`config.mk`:
```
export PLATFORM = sky130hd
export DESIGN_NAME = pipe_stage_reg
export DESIGN_NICKNAME = d
export VERILOG_FILES = /design/src/rtl/pipe_stage_reg.sv
export SDC_FILE = /design/constraint.sdc
export NUM_CORES = 1
export LEC_CHECK = 0
export ABC_AREA = 1
export BUFFER_PORTS_ARGS = -buffer_cell sky130_fd_sc_hd__buf_2
export CAP_MARGIN = 20
export CORE_MARGIN = 5
export CORE_UTILIZATION = 60
export CTS_CLUSTER_SIZE = 30
export DETAILED_ROUTE_END_ITERATION = 10
export PLACE_DENSITY_LB_ADDON = 0.12
export SYNTH_ARGS = -nofsm -noshare
export SYNTH_HDL_FRONTEND = slang
export SYNTH_SLANG_ARGS = --single-unit
```
`constraint.sdc`:
```
create_clock -name clk -period 4.1 [get_ports clk]
set_input_delay 1.025 -clock clk [delete_from_list [all_inputs] [get_ports clk]]
set_output_delay 1.025 -clock clk [all_outputs]
set_load 0.03 [all_outputs]
```
`src/rtl/pipe_stage_reg.sv`:
```
// pipe_stage_reg: elastic inter-stage pipeline register for the 5-stage CPU.
// Carries a control field (zeroed on bubble/flush, 0 = NOP) and a datapath
// field across one stage boundary. It has a valid/ready handshake, an optional
// 2-entry skid buffer, and a saturating count of flush-generated bubbles.
// All state updates on the FALLING edge of clk. The reset is asynchronous and
// active low.
//
// Ports
//   clk, reset_n          stage clock (falling edge), async active-low reset
//   stall, flush          CU controls; stall has priority over flush
//   in_valid/in_ready     upstream handshake (in_ready is combinational)
//   in_ctrl, in_data      upstream beat
//   out_valid/out_ready   downstream handshake (out_valid is registered)
//   out_ctrl, out_data    main entry contents; out_ctrl is 0 when out_valid=0
//   occupancy             entries held (0..2, at most 1 when SKID=0)
//   bubble_cnt            edges on which a flush killed >=1 valid entry
module pipe_stage_reg #(
  parameter int CTRL_W              = 16,
  parameter int DATA_W              = 96,
  parameter int SKID                = 1,
  parameter int CLEAR_DATA_ON_FLUSH = 1,
  parameter int CNT_W               = 16
) (
  input  logic              clk,
  input  logic              reset_n,
  input  logic              stall,
  input  logic              flush,
  input  logic              in_valid,
  output logic              in_ready,
  input  logic [CTRL_W-1:0] in_ctrl,
  input  logic [DATA_W-1:0] in_data,
  output logic              out_valid,
  input  logic              out_ready,
  output logic [CTRL_W-1:0] out_ctrl,
  output logic [DATA_W-1:0] out_data,
  output logic [1:0]        occupancy,
  output logic [CNT_W-1:0]  bubble_cnt
);

  typedef struct packed {
    logic              vld;
    logic [CTRL_W-1:0] ctrl;
    logic [DATA_W-1:0] data;
  } entry_t;

  typedef enum logic [1:0] {EMPTY = 2'd0, ONE = 2'd1, FULL = 2'd2} state_t;

  state_t           st, st_n;
  entry_t           main_q, main_n;   // drives the outputs
  entry_t           skid_q, skid_n;   // second entry, only used when SKID=1
  entry_t           beat;
  logic [CNT_W-1:0] cnt_q, cnt_n;
  logic             room, acc, rel;

  // With a skid entry, readiness depends only on our own fill level, which
  // breaks the combinational out_ready -> in_ready path. Without one, the
  // single entry can be refilled on the same edge it drains.
  assign room     = (SKID != 0) ? (st != FULL) : (!main_q.vld || out_ready);
  assign in_ready = reset_n && !stall && !flush && room;
  assign acc      = in_valid && in_ready;
  assign rel      = main_q.vld && out_ready;
  assign beat     = {1'b1, in_ctrl, in_data};

  always_comb begin
    st_n   = st;
    main_n = main_q;
    skid_n = skid_q;
    cnt_n  = cnt_q;
    if (stall) begin
      // freeze everything; a pending flush waits for stall to drop
    end else if (flush) begin
      if ((main_q.vld || skid_q.vld) && (cnt_q != '1))
        cnt_n = cnt_q + 1'b1;
      main_n.vld  = 1'b0;
      main_n.ctrl = '0;
      skid_n.vld  = 1'b0;
      skid_n.ctrl = '0;
      if (CLEAR_DATA_ON_FLUSH != 0) begin
        main_n.data = '0;
        skid_n.data = '0;
      end
      st_n = EMPTY;
    end else if (SKID != 0) begin
      case (st)
        EMPTY: if (acc) begin
          main_n = beat;
          st_n   = ONE;
        end
        ONE: begin
          if (acc && rel) begin
            main_n = beat;
          end else if (acc) begin
            skid_n = beat;
            st_n   = FULL;
          end else if (rel) begin
            // data is left in place; only the NOP marking matters
            main_n.vld  = 1'b0;
            main_n.ctrl = '0;
            st_n        = EMPTY;
          end
        end
        FULL: if (rel) begin
          main_n = skid_q;
          skid_n = '0;
          st_n   = ONE;
        end
        default: st_n = EMPTY;
      endcase
    end else begin
      if (acc) begin
        main_n = beat;
        st_n   = ONE;
      end else if (rel) begin
        main_n.vld  = 1'b0;
        main_n.ctrl = '0;
        st_n        = EMPTY;
      end
    end
  end

  always_ff @(negedge clk or negedge reset_n) begin
    if (!reset_n) begin
      st     <= EMPTY;
      main_q <= '0;
      skid_q <= '0;
      cnt_q  <= '0;
    end else begin
      st     <= st_n;
      main_q <= main_n;
      skid_q <= skid_n;
      cnt_q  <= cnt_n;
    end
  end

  assign out_valid  = main_q.vld;
  assign out_ctrl   = main_q.ctrl;
  assign out_data   = main_q.data;
  assign occupancy  = st;
  assign bubble_cnt = cnt_q;

endmodule
```
After elaboration in Yosys (flattened, before gate mapping)
Cells that the tools add are included.

Equality and inequality tests: 12. Reduce and logical (&&, ||, !) cells: 18. Bitwise logic cells: 1. Muxes and demuxes: 19. $add $sub $neg: 1.

Operator list (number): $mux 113 (6); $pmux 113 s3 (1); $pmux 113 s2 (1); $mux 96 (1); $mux 17 (3); $add 16x1->16 const B (1); $ne 16x16->1 const B (1); $ne 3x3->1 const B (5); $reduce_and 5->1 (3); $mux 2 (6); $ne 4x4->1 const B (3); $logic_and 1x1->1 (7); $pmux 2 s3 (1); $reduce_and 6->1 (1); $reduce_bool 4->1 (1); $reduce_and 3->1 (1); $reduce_bool 3->1 (1); $eq 2x1->1 const B (1); $eq 2x2->1 const B (1); $logic_not 1->1 (2); $logic_not 2->1 (1); $ne 2x2->1 const B (1); $logic_or 1x1->1 (1); $not 1->1 (1).

Flip-flop bits (word level): 244. Output and inout port bits: 132. Word-level logic and storage cells: 59.

Logic depth before layout (Yosys ltp)
Depth after elaboration: 9. Gate-level depth with buffers: 12.

==> flow_summary_export.csv <==
group,metric,value,unit
placed_design,io_buffers,249,
placed_design,dp.cells,1906,
die,die_h,153,um
critical_path,cp_max_fo,2,
critical_path,cp.arrival,3.55,ns
global_route,grt_usage,0.275,
timing,setup_viol,132,
synthesis,ys_types,35,
timing,tns,-10.90,ns
routing,wire_per_inst,16.5,um
cells_and_area,multi_input_area,0.00505,mm2
cts,h-tree-depth,1,
cells_and_area,area_growth,36.4,%
routing,routed-via-count,11200,
global_route,antenna_found_initial,5,
timing,worst_slew_pin_slew,0.669,ns
cts,path_clk_slew,0.04,ns
synthesis,netlist_area,0.0123,mm2
power_and_ir_drop,peakVddDrop,0.000414,V
cts,clkSinkCount,244,
global_route,grt_max_degree,123,
cts,cts-root-buf,"clkbuf_16",
synthesis,ys_seq_area_frac,0.495,
critical_path,required,3.07,ns
critical_path,end_kind,"output pin",
cts,clockBufferDepth,3,
synthesis,syn_inst,1407,
cells_and_area,fin_nets,1947,
cts,clk_latency,0.53,ns
routing,first_pass_iters,7,
synthesis,ys_warn_count,0,
routing,drc,0,
cells_and_area,final_util,0.832,
routing,avgViaCountPerCell,5.30,
timing,rsz0062_at_grt,"yes",
routing,drt_iter0_drc,855,
power_and_ir_drop,p_leak,8.64,nW
routing,drtAntennaViolNets,0,
timing,worst_slew_margin_rel,0.554,
synthesis,synth_seq_cells,244,
timing,fin_skew,0.0123,ns
critical_path,path_class,"reg2out",
run,max_cap_violations,0,
worst_hold_path,hp-class,"reg2reg",
die,die_area,0.0235,mm2
cts,cts_tree,"done",
global_route,gr-total-overflow,0,
power_and_ir_drop,power_density,700,mW/mm2
timing,holdWs,0.417,ns
routing,wl,34.8,mm
cts,cts_buffers,26,
die,core-area,0.0202,mm2
timing,setup_ws,-0.480,ns
die,io_pins,250,
outcome,violations,"setup timing",
cells_and_area,finalNonFillerCells,2116,
power_and_ir_drop,report.power.total,11.8,mW
cells_and_area,regArea,0.00611,mm2
outcome,outcome,"finished, violations left",
die,die_w,153,um
critical_path,critPathLaunchType,"flip-flop",
die,rows,52,
die,floorplan.initialDensity,0.610,
timing,hold_viol_final,0,
synthesis,synth_area_per_cell,8.77,um2
global_route,grt_pass1_vias,11000,
synthesis,syn-num-nets,1530,
cells_and_area,layout-drive-gt1-share,0.415,
timing,slew_viol_final,0,
cells_and_area,fill_cells,1220,
global_route,grt_pass1_wl,54.3,mm
placed_design,place_congestion,0.867,
placed_design,dpl.hpwl,19.2,mm
kinds of logic (layout without fill, tap and decap cells):
kind of cell / count (synthesis) / after routing / share of synthesized area
AND/OR/NAND/NOR: 644 / 644 / 0.233
AO/OA/AOI/OAI: 300 / 300 / 0.157
flip-flops: 244 / 244 / 0.495
buffers and inverters: 201 / 637 / 0.101
XOR/XNOR: 13 / 13 / 0.00923
adder cells (fa/ha/maj): 5 / 5 / 0.00507
other: 0 / 3 / 0
synthesized netlist by cell type:
library cell / instances / area (um2)
buf_8: 2 / 30.0
a21oi_1: 1 / 5.00
nor3b_1: 1 / 7.51
buf_2: 17 / 85.1
nand2_4: 4 / 45.0
xnor2_1: 7 / 61.3
clkbuf_1: 22 / 82.6
ha_1: 5 / 62.6
buf_4: 9 / 67.6
nor2_1: 14 / 52.6
o21ai_0: 146 / 731
nand3_2: 1 / 10.0
dlygate4sd3_1: 1 / 10.0
dlygate4sd1_1: 3 / 26.3
nand3b_1: 1 / 7.51
inv_8: 1 / 11.3
nand3_1: 28 / 140
nand2_1: 467 / 1750
inv_2: 4 / 15.0
nor2_4: 2 / 22.5
clkbuf_4: 3 / 22.5
xor2_1: 6 / 52.6
nor2_8: 3 / 60.1
buf_6: 2 / 22.5
nor4_1: 1 / 6.26
nand4_1: 5 / 31.3
nand2_2: 108 / 676
o21ai_1: 36 / 180
clkbuf_8: 5 / 68.8
nor3_1: 8 / 40.0
dfrtn_1: 244 / 6110
o21ai_2: 117 / 1020
inv_1: 113 / 424
nand3_4: 1 / 17.5
buf_12: 19 / 380
layout by cell type, fill, tap and decap left out, drive strengths merged:
master / netlist / layout
a21oi: 1 / 1
buf: 49 / 471
bufinv: 0 / 2
clkbuf: 30 / 42
clkinv: 0 / 5
dfrtn: 244 / 244
diode: 0 / 3
ha: 5 / 5
inv: 118 / 117
nand2: 579 / 579
nand3: 30 / 30
nand3b: 1 / 1
nand4: 5 / 5
nor2: 19 / 19
nor3: 8 / 8
nor3b: 1 / 1
nor4: 1 / 1
o21ai: 299 / 299
xnor2: 7 / 7
xor2: 6 / 6
what timing repair did:
item | in CTS | in global routing
endpoints found under the setup margin | 132 | 142
hold buffers | 0 | 0
resized for setup | 268 | 2
pin swaps | 2 | 0
buffers inserted | 110 | 50
metal layers:
metal,wire (um),global-route usage,share of wire
met5,26,0,0.00075
met4,1240,0.103,0.036
met3,2510,0.0577,0.072
met2,17400,0.463,0.50
met1,13600,0.353,0.39
final timing paths:
| check | cells past startpoint | slack (ns) | from | to |
|---|---|---|---|---|
| max | 4 | -0.48 | occupancy[0] | in_ready |
| min | 2 | 0.42 | skid_q[98] | skid_q[98] |
| max reg2reg | 10 | 1.53 | occupancy[1] | out_data[56] |
| min reg2reg | 2 | 0.42 | skid_q[98] | skid_q[98] |
| max in group asynchronous | 3 | 0.89 | reset_n | out_data[1] |
| min in group asynchronous | 3 | 2.64 | reset_n | skid_q[72] |
per-stage QoR:
stage / worst slack (ns) / cell area, um2
6_report: -0.480 / 16800
5_1_grt: -0.540 / 16800
4_1_cts: -0.460 / 16400
3_5_place_dp: -0.453 / 13900
3_3_place_gp: -0.419 / 13900
2_1_floorplan: -0.343 / 12500
sequential cells by signal, indices dropped and copies added (netlist names):
name	cells
skid_q	113
out_ctrl	16
out_data	96
bubble_cnt	16
out_valid	1
occupancy	2
critical path, cell delays in order (launching register included):
cell	delay [ns]
dfrtn_1	0.42
inv_2	0.06
ha_4	0.16
nor4_4	0.17
buf_6	0.18
cell type report:
cell class,instances,share of cell area
clock buffers,41,0.0486
clock inverters,6,0.00476
diodes,3,0.000446
well taps,270,0.0201
repair buffers,472,0.236
flip-flops and latches,244,0.363
inverters,118,0.0268
multi-input cells,962,0.300
power by group:
group,internal (mW),switching (mW),total [mW]
logic,2.65,3.08,5.73
registers,3.09,0.502,3.59
clock network,1.49,0.964,2.45
total,7.23,4.55,11.8
No activity file was read; power rests on OpenSTA's default activity.
